[src/rtl/uart_cmd_decoder.sv]
// Byte-stream command decoder: parses HDR0 HDR1 CH PAYLOAD CSUM TAIL frames
// and applies per-channel enable/interval updates, with inter-byte timeout.
module uart_cmd_decoder #(
  parameter int          N_CH          = 4,
  parameter int          PAYLOAD_BYTES = 2,
  parameter logic [7:0]  HDR0          = 8'hEE,
  parameter logic [7:0]  HDR1          = 8'hDD,
  parameter logic [7:0]  TAIL_EN       = 8'hCC,
  parameter logic [7:0]  TAIL_DIS      = 8'hBB,
  parameter logic [7:0]  BCAST         = 8'hFF,
  parameter int          TIMEOUT_CYC   = 50000
) (
  input  logic                              clk,
  input  logic                              rst_n,
  input  logic                              wen,
  input  logic [7:0]                        din,
  output logic [N_CH-1:0]                   enable,
  output logic [N_CH*8*PAYLOAD_BYTES-1:0]   interval,
  output logic                              frame_ok,
  output logic                              frame_err,
  output logic [2:0]                        err_code
);

  localparam int IW = 8 * PAYLOAD_BYTES;
  localparam bit TO_EN = (TIMEOUT_CYC > 0);
  localparam int TW = TO_EN ? $clog2(TIMEOUT_CYC + 1) : 1;
  localparam logic [TW-1:0] TO_LAST = TW'(TO_EN ? TIMEOUT_CYC - 1 : 0);
  localparam logic [1:0] PAY_LAST = 2'(PAYLOAD_BYTES - 1);

  typedef enum logic [2:0] {
    IDLE   = 3'd0,
    S_HDR1 = 3'd1,
    S_CH   = 3'd2,
    S_PAY  = 3'd3,
    S_CSUM = 3'd4,
    S_TAIL = 3'd5
  } state_t;

  state_t                 state_r, next_state_s;
  logic [7:0]             ch_r, acc_r;
  logic [IW-1:0]          pay_r;
  logic [1:0]             cnt_r;
  logic                   csum_ok_r;
  logic [TW-1:0]          to_cnt_r;
  logic                   timeout_s;
  logic                   tail_en_s, tail_dis_s;
  logic [N_CH-1:0]        enable_nx_s;
  logic [N_CH*IW-1:0]     interval_nx_s;
  logic                   ok_nx_s, err_nx_s;
  logic [2:0]             code_nx_s;

  // Expiry fires on the idle cycle that would bring the counter to TIMEOUT_CYC.
  assign timeout_s  = TO_EN && (state_r != IDLE) && !wen && (to_cnt_r == TO_LAST);
  assign tail_en_s  = (din == TAIL_EN);
  assign tail_dis_s = (din == TAIL_DIS);

  // State register.
  always_ff @(posedge clk or negedge rst_n) begin
    if (!rst_n) state_r <= IDLE;
    else        state_r <= next_state_s;
  end

  // Next-state logic; timeout overrides byte handling.
  always_comb begin
    next_state_s = state_r;
    if (timeout_s) begin
      next_state_s = IDLE;
    end else if (wen) begin
      case (state_r)
        IDLE:   next_state_s = (din == HDR0) ? S_HDR1 : IDLE;
        S_HDR1: begin
          if (din == HDR1)      next_state_s = S_CH;
          else if (din == HDR0) next_state_s = S_HDR1;
          else                  next_state_s = IDLE;
        end
        S_CH:   next_state_s = S_PAY;
        S_PAY:  next_state_s = (cnt_r == PAY_LAST) ? S_CSUM : S_PAY;
        S_CSUM: next_state_s = S_TAIL;
        S_TAIL: next_state_s = IDLE;
        default: next_state_s = IDLE;
      endcase
    end else begin
      next_state_s = state_r;
    end
  end

  // Next values of the registered outputs: tail evaluation and timeout reporting.
  always_comb begin
    enable_nx_s   = enable;
    interval_nx_s = interval;
    ok_nx_s       = 1'b0;
    err_nx_s      = 1'b0;
    code_nx_s     = err_code;
    if (timeout_s) begin
      err_nx_s  = 1'b1;
      code_nx_s = 3'd4;
    end else if ((state_r == S_TAIL) && wen) begin
      if (!tail_en_s && !tail_dis_s) begin
        err_nx_s  = 1'b1;
        code_nx_s = 3'd1;
      end else if (!csum_ok_r) begin
        err_nx_s  = 1'b1;
        code_nx_s = 3'd2;
      end else if ((ch_r >= 8'(N_CH)) && (ch_r != BCAST)) begin
        err_nx_s  = 1'b1;
        code_nx_s = 3'd3;
      end else begin
        ok_nx_s = 1'b1;
        for (int i = 0; i < N_CH; i++) begin
          if ((ch_r == BCAST) || (ch_r == 8'(i))) begin
            enable_nx_s[i]             = tail_en_s;
            interval_nx_s[i*IW +: IW]  = tail_en_s ? pay_r : {IW{1'b0}};
          end else begin
            enable_nx_s[i] = enable[i];
          end
        end
      end
    end else begin
      ok_nx_s = 1'b0;
    end
  end

  // Frame datapath: channel, payload shift register, checksum accumulator.
  always_ff @(posedge clk or negedge rst_n) begin
    if (!rst_n) begin
      ch_r      <= 8'd0;
      acc_r     <= 8'd0;
      pay_r     <= {IW{1'b0}};
      cnt_r     <= 2'd0;
      csum_ok_r <= 1'b0;
    end else if (wen) begin
      case (state_r)
        S_CH: begin
          ch_r  <= din;
          acc_r <= din;
          cnt_r <= 2'd0;
        end
        S_PAY: begin
          pay_r <= IW'({pay_r, din});
          acc_r <= acc_r ^ din;
          cnt_r <= cnt_r + 2'd1;
        end
        S_CSUM:  csum_ok_r <= (din == acc_r);
        default: ch_r <= ch_r;
      endcase
    end
  end

  // Inter-byte timeout counter, held at zero outside a frame.
  always_ff @(posedge clk or negedge rst_n) begin
    if (!rst_n)                                         to_cnt_r <= {TW{1'b0}};
    else if (!TO_EN || state_r == IDLE || wen || timeout_s) to_cnt_r <= {TW{1'b0}};
    else                                                to_cnt_r <= to_cnt_r + TW'(1);
  end

  // Output registers.
  always_ff @(posedge clk or negedge rst_n) begin
    if (!rst_n) begin
      enable    <= {N_CH{1'b0}};
      interval  <= {(N_CH*IW){1'b0}};
      frame_ok  <= 1'b0;
      frame_err <= 1'b0;
      err_code  <= 3'd0;
    end else begin
      enable    <= enable_nx_s;
      interval  <= interval_nx_s;
      frame_ok  <= ok_nx_s;
      frame_err <= err_nx_s;
      err_code  <= code_nx_s;
    end
  end

endmodule

[config.mk]
export PLATFORM = sky130hd
export DESIGN_NAME = uart_cmd_decoder
export DESIGN_NICKNAME = d
export VERILOG_FILES = /design/src/rtl/uart_cmd_decoder.sv
export SDC_FILE = /design/constraint.sdc
export NUM_CORES = 1
export LEC_CHECK = 0
export ABC_AREA = 1
export BUFFER_PORTS_ARGS = -buffer_cell sky130_fd_sc_hd__buf_4
export CORE_MARGIN = 2
export CORE_UTILIZATION = 57
export DETAILED_ROUTE_END_ITERATION = 10
export PLACE_DENSITY_LB_ADDON = 0.2
export SLEW_MARGIN = 20
export SYNTH_ARGS = -nofsm -noshare
export SYNTH_HDL_FRONTEND = slang
export SYNTH_SLANG_ARGS = --single-unit
export TNS_END_PERCENT = 10
[constraint.sdc]
create_clock -name clk -period 2.6 [get_ports clk]
set_clock_uncertainty 0.15 [all_clocks]
set_input_delay 0.52 -clock clk [delete_from_list [all_inputs] [get_ports clk]]
set_output_delay 0.52 -clock clk [all_outputs]
set_load 0.02 [all_outputs]
# Word level (Yosys, flattened, before mapping)
# Cells that the tools add are included.
# W data, S select, Z words.
[op_classes]
n_addsub = 2
multipliers = 0
div_mod_pow = 0
order_cmp = 1
n_eq_ne = 18
shift = 0
muxes = 25
bitwise = 4
n_reduce_logical = 29
[ops]
columns = ["op", "n"]
rows = [
  ["$eq A8 B8 Y1 const B", 5],
  ["$mux W16", 2],
  ["$mux W3", 8],
  ["$reduce_and A6 Y1", 4],
  ["$add A16 B1 Y16 const B", 1],
  ["$eq A16 B16 Y1 const B", 1],
  ["$eq A8 B2 Y1 const B", 2],
  ["$pmux W8 S2", 1],
  ["$pmux W3 S5", 1],
  ["$mux W1", 11],
  ["$reduce_and A2 Y1", 5],
  ["$eq A8 B1 Y1 const B", 1],
  ["$eq A8 B8 Y1", 1],
  ["$ge A8 B3 Y1 const B", 1],
  ["$logic_not A8 Y1", 1],
  ["$ne A8 B8 Y1 const B", 1],
  ["$xor A8 B8 Y8", 1],
  ["$eq A3 B2 Y1 const B", 2],
  ["$eq A3 B3 Y1 const B", 2],
  ["$logic_or A1 B1 Y1", 6],
  ["$reduce_bool A2 Y1", 3],
  ["$logic_and A1 B1 Y1", 5],
  ["$ne A4 B1 Y1 const B", 1],
  ["$pmux W2 S2", 1],
  ["other kinds (8)", 12],
]
[totals]
register_bits = 127
latch_bits = 0
mem_bits_rw = 0
romBits = 0
inputBits = 11
output_inout_bits = 73
wordCells = 97
n_memories = 0

# Longest topological paths before layout
# Gate-level depths: netlist (run 1).
[logic_depth]
word_depth = 7
depth_mapped = 11
mapped_depth_nobuf = 10

# Worst setup path before layout (run 1)
# OpenSTA, ideal clock, no wires.
[synth_path]
path_type = "in2reg"
from = "input din[1]"
to = "register interval[10]"
setup_time_ns = 0.117
arrival_ns = 1.773
required_time_ns = 2.333
slack_ns = 0.560
path_stages = 10
n_path_buf = 2
cell_sequence = "buf_2 nor3_1 nand2_2 nand2_2 nand2_2 nor2_8 nand2_2 buf_2 nand2_1 nand2_1"
[synth_between]
elab_chain_len = 5
word_cells_on_any_way = 8
[synth_rtl]
columns = ["element", "line", "rtl"]
rows = [
  ["start: declaration", "16", "input logic [7:0] din,"],
  ["$eq A8 B8 Y1, on equally long branches", "54, 55", ""],
  ["$logic_not A1 Y1", "98", "if (!tail_en_s && !tail_dis_s) begin"],
  ["$logic_and A1 B1 Y1", "98", ""],
  ["$not A1 Y1 (no source line)", "-", ""],
  ["$reduce_and A6 Y1 (no source line)", "-", ""],
  ["end signal: assignment", "160", "interval <= {(N_CH*IW){1'b0}};"],
  ["end signal: assignment", "166", "interval <= interval_nx_s;"],
  ["end: declaration", "18", "output logic [N_CH*8*PAYLOAD_BYTES-1:0] interval,"],
]
# Parallel ways exist; a longest one is shown, timed or not.
# A chain may end at the register's enable or synchronous reset.

# Final worst setup path (run 1)
[layout_path]
from = "register state_r[0]"
to = "register interval[2]"
[layout_between]
elab_chain_len = 5
word_cells_on_any_way = 7
[layout_rtl]
columns = ["element", "line", "rtl"]
rows = [
  ["start: declaration", "39", "state_t state_r, next_state_s;"],
  ["start signal: assignment", "60", "else state_r <= next_state_s;"],
  ["$reduce_bool A3 Y1", "53", "assign timeout_s = TO_EN && (state_r != IDLE) && !wen && (to_cnt_r == TO_LAST);"],
  ["$logic_and A1 B1 Y1 (2 in series)", "53", ""],
  ["$not A1 Y1 (no source line)", "-", ""],
  ["$reduce_and A6 Y1 (no source line) *", "-", ""],
]
# Mark *: on every way between the ends. The rest lies on a longest branch, timed or not.

==> flow_metrics.env, run 1 <==
export IMPL_fp_dieW_um=103
export IMPL_maxSlewViolCount=0
export IMPL_postRouteAntennaNets=0
export IMPL_synth_edf_count=0
export IMPL_post_route_period_util_pct=79.8
export IMPL_n_antenna_cell=0
export IMPL_post_cts_resize_count=0
export IMPL_coreArea_um2=9680
export IMPL_ys_flop_type="dfrtp_1"
export IMPL_status="finished clean"
export IMPL_start_kind="flop"
export IMPL_endpoint_kind="flop"
export IMPL_reg2reg_to="interval[2]"
export IMPL_relSlewSlack_pct=56.4
export IMPL_grt_max_degree=128
export IMPL_fin_nets=769
export IMPL_totalWireLength_um=13200
export IMPL_power_leakage_nw=3.73
export IMPL_pwr_share_clk_pct=42.7
export IMPL_postCtsSetupBuffers=0
export IMPL_vias=4796
export IMPL_cts_root_buffer="clkbuf_8"
export IMPL_track_usage_pct=26.4
export IMPL_detail_route_iter0_violations=256
export IMPL_hpwl_um=8610
export IMPL_ir_drop_mv=0.421
export IMPL_ioPinCount=84
export IMPL_arrival_ps=2340
export IMPL_synth_area_per_cell_um2=8.47
export IMPL_regToRegSetupSlack_ps=520
export IMPL_ys_seq_area_share_pct=56.3
export IMPL_fmax_ghz=0.482
export IMPL_async_reset_ff_share_pct=100
export IMPL_ys_ff_latch=127
export IMPL_fin_tns_setup_ps=0
export IMPL_seq_power_share_pct=44.0
export IMPL_rr_worst_depth=8
export IMPL_reg2reg_from="state_r[0]"
export IMPL_finalSetupViolCount=0
export IMPL_grt_antenna_before_repair=0
export IMPL_grt_pass1_vias=4508
export IMPL_portBuffers=83
export IMPL_cp_endpoint="interval[2]"
export IMPL_finalWeightedCongestion=0.889
export IMPL_grt_overflow_total=0
export IMPL_die_height_um=103
export IMPL_rsz0062_at_grt="no"
export IMPL_powerDensity_nw_per_um2=790
export IMPL_cts_sinks=127
export IMPL_row_count=36
export IMPL_final_min_clock_period_ps=2080
export IMPL_drc=0
export IMPL_netlist_area_um2=5640
export IMPL_finalHoldViolCount=0
export IMPL_drt_pass1_iterations=5
export IMPL_ys_types=25
export IMPL_syn_nets=679
export IMPL_p_comb_share_pct=13.3
export IMPL_clk_pin_slew_ps=60
export IMPL_routed_via_density=5.32
export IMPL_worstSkewPairLatency_ps=530
export IMPL_drive_above_1_share_pct=17.8
export IMPL_htreeDepth=4
export IMPL_ys_warn_count=0
export IMPL_crit_type="reg2reg"
export IMPL_max_slew_worst_pin_slew_ps=654
export IMPL_postCtsHoldBufs=1
export IMPL_min_path_type="in2reg"
export IMPL_clockBufferDepth=2
export IMPL_syn_to_final_growth_pct=24.3
export IMPL_required_ps=2860
export IMPL_crit_start="state_r[0]"
export IMPL_cts_buffers=17
export IMPL_grt_pass1_wl_um=21300
export IMPL_drv_cap=0
export IMPL_die_area_um2=10700
export IMPL_syn_inst=666
export IMPL_worst_hold_slack_ps=121
export IMPL_switching_share_pct=26.8
export IMPL_path_max_fanout=17
export IMPL_cts_tree="yes"
export IMPL_net_switching_power_mw=1.48
export IMPL_wire_per_inst_um=14.6
export IMPL_start_util_pct=58.3
export IMPL_internal_power_mw=4.05
[worst max-delay path, stage by stage, from the launching register on]
cell	delay [ps]
dfrtp_1	480
nor2_1	230
a21oi_1	140
nand3_1	130
nand2_1	140
nor2_8	180
nand2_2	260
nand2_1	160
nand2_1	70
[synth_stat cells (6+ instances only)]
cell	n	area share (%)
nand3_1	84	7.5
o22ai_1	11	1.2
nand4_1	9	1.0
nor2_1	53	3.5
clkbuf_1	7	0.47
inv_1	48	3.2
nand2_2	7	0.78
nor3_1	19	1.7
xor2_1	14	2.2
nand2_1	225	15
dfrtp_1	127	56
o21ai_0	18	1.6
a21oi_1	6	0.53
xnor2_1	6	0.93
buf_2	13	1.2
[power by group through the flow]
| stage | combinational [mW] | sequential (mW) | clock [mW] |
|---|---|---|---|
| after floorplan | 0.539 | 2.42 | 0 |
| after global placement | 0.695 | 2.46 | 0 |
| after detailed placement | 0.724 | 2.47 | 0 |
| after CTS | 0.738 | 2.43 | 2.39 |
| after global routing | 0.853 | 2.47 | 2.48 |
| final | 0.736 | 2.44 | 2.37 |
[logic make-up after synthesis]
group                      synth area share (%)
and+or+nand+nor                            30.5
DFF                                        56.3
buffers and inverters                      5.61
AOI/OAI and AO/OA                          4.06
xor gates and xnor gates                   3.10
adders and majority gates                 0.443
[layout by cell type (no fill, tap or decap), types with 2 or more instances in the layout]
cell        Yosys  routed
clkinv_2        0       5
nand4_1         9       9
nand2_2         7       7
a21oi_1         6       6
clkbuf_16       0      16
clkinv_1        3       3
inv_1          48      48
buf_12          0       2
nor3b_1         3       3
o21ai_0        18      18
clkinvlp_4      0       3
xor2_1         14      14
ha_1            2       2
nor3_1         19      19
a21oi_2         3       3
buf_4           0      91
dfrtp_1       127     127
xnor2_1         6       6
nand2_1       225     225
bufinv_16       0       3
o22ai_1        11      11
clkbuf_8        0       4
nor2_1         53      53
nand3_1        84      84
[sequential cells by signal, indices dropped and copies added, names as in the netlist]
register and flops:
to_cnt_r 16, frame_ok 1, enable 4, err_code 3
ch_r 8, frame_err 1, acc_r 8, state_r 3
pay_r 16, interval 64, csum_ok_r 1, cnt_r 2
[routing by layer]
layer  track usage [%]  share of wire (%)
met1              35.5                 43
met2              41.2                 48
met3              6.92                6.8
met4              10.6                1.8
met5                 0                  0
[metrics by stage]
| stage | power [mW] | setup WS (ps) | cell area, um^2 | util, % | cells |
|---|---|---|---|---|---|
| 3_5_place_dp | 3.19 | 474 | 6410 | 66.1 | 869 |
| 4_1_cts | 5.56 | 530 | 7010 | 72.4 | 902 |
| 2_1_floorplan | 2.96 | 560 | 5640 | - | 666 |
| 3_3_place_gp | 3.15 | 524 | 6410 | 66.1 | 869 |
| 5_1_grt | 5.80 | 348 | 7010 | 72.4 | 902 |
| 6_report | 5.54 | 524 | 7010 | 72.4 | 902 |
[cell type report]
cell class,instances,area [um^2]
sequential,127,3180
fill,728,2670
multi-input combinational,465,2150
timing repair buffer,94,733
clock buffer,21,459
inverter,51,191
tap,133,166
clock inverter,11,138
[how the worst min path moves through the flow]
stage	start	to	slack, ps	cells past startpoint
after global placement	to_cnt_r[0]	to_cnt_r[0]	300	1
after detailed placement	to_cnt_r[0]	to_cnt_r[0]	310	1
after CTS	din[7]	pay_r[7]	110	3
after global routing	din[1]	ch_r[1]	120	3
final	din[7]	pay_r[7]	120	3
after floorplan	rst_n	acc_r[0]	70	0
(Power assumes the default switching activity.)
==> run 2: changes to the inputs <==
Settings changed: ABC_AREA 1 to 0, CORE_UTILIZATION 57 to 51.
Clock period 2.6 ns to 1.9 ns, I/O delays scaled along.
==> run 2 against run 1 <==
Against the previous run: the flow now finishes with violations (negative setup slack); wire length rose by 2.9%; sequential share of layout area fell by 2.6 points; worst setup slack lost 620 ps; cell count decreased by 12%; global-route usage is 1.3 points lower; count of clock-buffer cells in the layout down 3; first-iteration DRC count is 0.39% higher; non-clock buffer count rose by 43; critical path type unchanged; largest cell class unchanged.
==> flow_metrics.env, run 2 <==
export IMPL_regArea_um2=3180
export IMPL_grt_pass1_vias=4348
export IMPL_finalSetupViolCount=60
export IMPL_status="finished, violations left"
export IMPL_violations="negative setup slack"
export IMPL_postRouteAntennaNets=0
export IMPL_synth_commonest_cells="dfrtp_1, nand2_1, o21ai_0"
export IMPL_placed_area_um2=6480
export IMPL_routed_via_density=5.56
export IMPL_async_reset_ff_share_pct=100
export IMPL_track_usage_pct=25.1
export IMPL_synth_top_area_share_pct=59.5
export IMPL_final_cell_mix="dfrtp_1, buf_4, nand2_1"
export IMPL_syn_nets=531
export IMPL_path_cells="buf_4 > nand4_1 > o2bb2ai_2 > o2111ai_4 > buf_6 > clkbuf_16 > o21ai_1 > o31ai_1"
export IMPL_synth_area_leader_cell="dfrtp_1"
export IMPL_maxSlewViolCount=0
export IMPL_power_leakage_nw=3.50
export IMPL_ioPinCount=84
export IMPL_clockBufferDepth=2
export IMPL_clk_pin_slew_ps=60
export IMPL_ir_drop_mv=0.543
export IMPL_grt_pass1_wl_um=21900
export IMPL_required_ps=2150
export IMPL_post_route_period_util_pct=105
export IMPL_multi_input_area_um2=2240
export IMPL_hpwl_um=8700
export IMPL_die_area_um2=11300
export IMPL_synth_area_leaders="dfrtp_1, nand2_1, o21ai_0"
export IMPL_setup_ws_ps=-99.6
export IMPL_drt_pass1_iterations=5
export IMPL_top_regs="interval x64, pay_r x16, to_cnt_r x16"
export IMPL_power_total_mw=6.43
export IMPL_synth_most_common_cell="dfrtp_1"
export IMPL_powerDensity_nw_per_um2=865
export IMPL_cts_root_buffer="clkbuf_8"
export IMPL_layout_commonest_cell="dfrtp_1"
export IMPL_ys_types=40
export IMPL_htreeDepth=4
export IMPL_cts_buffers=17
export IMPL_syn_to_final_growth_pct=39.2
export IMPL_ys_seq_area_share_pct=59.5
export IMPL_grt_max_degree=82
export IMPL_path_max_fanout=16
export IMPL_fmax_ghz=0.500
export IMPL_ys_ff_latch=127
export IMPL_start_util_pct=52.2
export IMPL_ys_flop_type="dfrtp_1"
export IMPL_start_kind="flop"
export IMPL_syn_inst=518
export IMPL_fp_dieW_um=106
export IMPL_grt_antenna_before_repair=0
export IMPL_relSlewSlack_pct=60.9
export IMPL_design_area_um2=7430
export IMPL_largest_reg_flops=64
export IMPL_wire_per_inst_um=17.1
export IMPL_vias=4411
export IMPL_n_antenna_cell=0
export IMPL_cts_tree="yes"
export IMPL_finalWeightedCongestion=0.811
export IMPL_die_height_um=106
export IMPL_fill_cells=729
export IMPL_slowest_stage="dfrtp_1"
export IMPL_grt_overflow_total=0
export IMPL_crit_type="reg2reg"
export IMPL_drive_above_1_share_pct=33.4
export IMPL_rsz0062_at_grt="yes"
export IMPL_detail_route_iter0_violations=257
export IMPL_portBuffers=83
export IMPL_fin_nets=658
export IMPL_fin_util_pct=72.7
export IMPL_min_path_type="in2async"
export IMPL_netlist_area_um2=5340
export IMPL_totalWireLength_um=13600
export IMPL_critPathMaxStageDelay_ps=400
export IMPL_coreArea_um2=10200
export IMPL_drv_cap=0
export IMPL_endpoint_kind="flop"
export IMPL_ys_warn_count=0
export IMPL_finalHoldViolCount=0
export IMPL_worst_hold_slack_ps=41.3
export IMPL_worstSkewPairLatency_ps=520
export IMPL_row_count=37
export IMPL_final_min_clock_period_ps=2000
export IMPL_synth_area_per_cell_um2=10.3
export IMPL_arrival_ps=2250
export IMPL_max_slew_worst_pin_slew_ps=586
export IMPL_synth_edf_count=0
export IMPL_drc=0
export IMPL_largest_register="interval"
export IMPL_cts_sinks=127
==> run 2: cells by family (layout without fill, tap and decap cells) <==
logic type | count (synthesis) | in the layout | synth area share (%)
compound gates | 122 | 122 | 13.2
fa+ha+maj | 2 | 2 | 0.468
mux | 20 | 20 | 4.22
simple gates | 188 | 189 | 16.3
buf+inv | 37 | 176 | 2.67
xor+xnor | 22 | 22 | 3.61
flops | 127 | 127 | 59.5
==> run 2: final cells by class <==
| cell class | instances | share of cell area [%] |
|---|---|---|
| Clock buffer | 18 | 5.76 |
| Tap cell | 136 | 2.29 |
| Clock inverter | 14 | 3.05 |
| Sequential cell | 127 | 42.7 |
| Inverter | 7 | 0.353 |
| Multi-Input combinational cell | 355 | 30.1 |
| Timing Repair Buffer | 137 | 15.7 |
==> run 2: per-stage QoR <==
stage	worst slack (ps)	std cells	setup TNS (ps)
global placement	-299	756	-15980
floorplan	-254	518	-8870
detailed placement	-358	756	-19020
CTS	-80.6	793	-2710
finish	-99.6	794	-2220
global route	-227	794	-7480
==> run 2: timing repair <==
action | CTS | global route
setup buffers | 1 | 0
endpoints found under the hold margin | 127 | 0
setup endpoints to repair | 61 | 71
resized for setup | 55 | 16
hold buffers | 1 | 0
pin swaps | 7 | 4
cloned | 4 | 1
==> run 2: routing by layer <==
layer	global-route usage [%]	vias to the layer above	share of wire, %
li1	-	2073	-
met1	32.0	2188	42
met2	42.4	137	52
met3	6.62	13	5.3
met4	7.05	0	0.99
met5	0	-	0
==> run 2: worst paths after layout <==
path / slack, ps / start / cells after the start / endpoint
max: -100 / ch_r[7] / 8 / interval[15]
min in group clk: 40 / din[3] / 4 / ch_r[3]
max reg2reg: -100 / ch_r[7] / 8 / interval[15]
min reg2reg: 300 / to_cnt_r[0] / 1 / to_cnt_r[0]
max in group asynchronous: 810 / rst_n / 3 / to_cnt_r[11]
min: 40 / rst_n / 2 / interval[33]
==> run 2: power by group <==
| group | internal (mW) | switching [mW] | leakage (nW) |
|---|---|---|---|
| registers | 2.71 | 0.00290 | 1.75 |
| logic | 0.0593 | 0.106 | 1.44 |
| clock network | 2.32 | 1.23 | 0.313 |
==> run 2: worst max-delay path: cells and delay by family (launching register included) <==
kind | cells | cell delay (ps)
compound gates | 4 | 690
buf+inv | 3 | 520
flops | 1 | 400
simple gates | 1 | 130
==> run 3: changes to the inputs <==
Clock period 1.9 ns to 1.8 ns, I/O delays scaled along.
==> run 3 against run 2 <==
Against the previous run: the flow still finishes with violations (negative setup slack); non-clock buffer count rose by 11; critical path depth down 2; register-to-register slack improved by 20 ps; power is 0.64% higher; sequential power is 6% higher; die area did not move; critical path type unchanged; first-iteration DRC count down 7.0%.
==> flow_metrics.env, run 3 (synthesis gave the netlist of run 2 again) <==
export IMPL_worst_hold_slack_ps=31.5
export IMPL_power_leakage_nw=3.50
export IMPL_finalSetupViolCount=34
export IMPL_pwr_share_clk_pct=53.0
export IMPL_clockBufferDepth=2
export IMPL_routed_via_density=5.44
export IMPL_die_area_um2=11300
export IMPL_finalHoldViolCount=0
export IMPL_arrival_ps=2140
export IMPL_maxSlewViolCount=0
export IMPL_slowest_stage="dfrtp_1"
export IMPL_top_regs="interval x64, pay_r x16, to_cnt_r x16"
export IMPL_largest_register="interval"
export IMPL_grt_pass1_wl_um=21600
export IMPL_grt_antenna_before_repair=0
export IMPL_cts_tree="yes"
export IMPL_htreeDepth=4
export IMPL_power_total_mw=6.47
export IMPL_fp_dieW_um=106
export IMPL_detail_route_iter0_violations=239
export IMPL_rsz0062_at_grt="yes"
export IMPL_reg2reg_from="ch_r[7]"
export IMPL_drc=0
export IMPL_die_height_um=106
export IMPL_crit_start="ch_r[7]"
export IMPL_crit_type="reg2reg"
export IMPL_max_slew_worst_pin_slew_ps=370
export IMPL_postRouteAntennaNets=0
export IMPL_violations="negative setup slack"
export IMPL_layout_commonest_cell="buf_4"
export IMPL_setup_ws_ps=-74.7
export IMPL_grt_overflow_total=0
export IMPL_powerDensity_nw_per_um2=887
export IMPL_finalWeightedCongestion=0.832
export IMPL_ioPinCount=84
export IMPL_cts_buffers=17
export IMPL_row_count=37
export IMPL_seq_power_share_pct=44.2
export IMPL_critPathMaxStageDelay_ps=380
export IMPL_start_kind="flop"
export IMPL_cts_root_buffer="clkbuf_8"
export IMPL_min_path_type="in2reg"
export IMPL_postCtsSetupBuffers=0
export IMPL_drv_cap=0
export IMPL_portBuffers=83
export IMPL_path_max_fanout=4
export IMPL_fmax_ghz=0.533
export IMPL_ir_drop_mv=0.596
export IMPL_grt_pass1_vias=4323
export IMPL_p_comb_share_pct=2.8
export IMPL_largest_reg_flops=64
export IMPL_vias=4372
export IMPL_internal_power_mw=5.08
export IMPL_placed_area_um2=6610
export IMPL_drive_above_1_share_pct=32.8
export IMPL_cp_num_buf_inv=1
export IMPL_track_usage_pct=24.9
export IMPL_worstSkewPairLatency_ps=530
export IMPL_fin_nets=668
export IMPL_design_area_um2=7300
export IMPL_totalWireLength_um=13100
export IMPL_status="finished, violations left"
export IMPL_relSlewSlack_pct=75.0
export IMPL_switching_share_pct=21.5
export IMPL_path_cells="nor4_2 > o2bb2ai_2 > o2111ai_2 > buf_4 > nor2_2 > mux2_2"
export IMPL_grt_max_degree=54
export IMPL_cts_sinks=127
export IMPL_coreArea_um2=10200
export IMPL_required_ps=2060
export IMPL_final_cell_mix="buf_4, dfrtp_1, nand2_1"
export IMPL_critical_path_top_delay_family="simple AND/OR/NAND/NOR gates"
export IMPL_wire_per_inst_um=16.3
export IMPL_final_min_clock_period_ps=1870
export IMPL_n_antenna_cell=0
export IMPL_endpoint_kind="flop"
export IMPL_syn_to_final_growth_pct=36.6
export IMPL_start_util_pct=52.2
export IMPL_clk_pin_slew_ps=60
export IMPL_net_switching_power_mw=1.39
export IMPL_min_from="wen"
export IMPL_hpwl_um=9030
export IMPL_drt_pass1_iterations=6
export IMPL_post_route_period_util_pct=104
[run 3: cell types whose count changed in the layout (fill, tap and decap cells not counted), sizes merged]
| cell | change |
|---|---|
| bufinv | -2 |
| inv | -2 |
| buf | +12 |
| clkinv | +1 |
| or3 | -1 |
| clkinvlp | +2 |
[run 3: area by class of cell]
type / instances / area, um^2
Clock buffer: 19 / 432
Fill cell: 724 / 2940
Tap cell: 136 / 170
Sequential cell: 127 / 3180
Multi-Input combinational cell: 354 / 2110
Inverter: 7 / 26.3
Timing Repair Buffer: 148 / 1220
Clock inverter: 13 / 161
[run 3: worst min-delay path, delay by kind of cell]
family,cells,cell delay [ps]
buffers and inverters,2,250
AND/OR/NAND/NOR,1,60
[run 3: worst paths after layout]
| check | slack, ps | cells past startpoint | endpoint |
|---|---|---|---|
| min reg2reg | 310 | 1 | to_cnt_r[0] |
| min | 30 | 3 | to_cnt_r[2] |
| max reg2reg | -70 | 6 | enable[0] |
| max in group asynchronous | 880 | 3 | interval[30] |
| min in group asynchronous | 60 | 2 | interval[36] |
| max | -70 | 6 | enable[0] |
[run 3: power by group through the flow]
stage / clock, mW / combinational [mW] / sequential, mW
floorplan: 0 / 0.0446 / 2.91
global placement: 0 / 0.177 / 2.91
detailed placement: 0 / 0.181 / 2.91
CTS: 3.46 / 0.184 / 2.86
global route: 3.61 / 0.203 / 2.86
finish: 3.43 / 0.182 / 2.86
[run 3: metrics by stage]
step / setup slack (ps) / utilization, % / cells / setup TNS (ps)
after floorplan: -334 / - / 518 / -15030
after global placement: -415 / 64.6 / 771 / -25140
after detailed placement: -476 / 64.6 / 771 / -27040
after CTS: -119 / 71.0 / 804 / -2420
after global routing: -175 / 71.3 / 804 / -7320
final: -74.7 / 71.3 / 804 / -908
[run 3: what timing repair did]
action,in CTS,in global routing
gates resized for setup,33,7
hold endpoints to repair,127,0
hold buffers,1,0
endpoints found under the setup margin,68,78
pin swaps,4,4
[run 3: routing by layer]
layer / up-vias / share of wire [%] / GRT usage (%)
li1: 2076 / - / -
met1: 2138 / 43 / 33.1
met2: 136 / 50 / 39.8
met3: 22 / 5.0 / 5.70
met4: 0 / 2.0 / 9.68
met5: - / 0 / 0
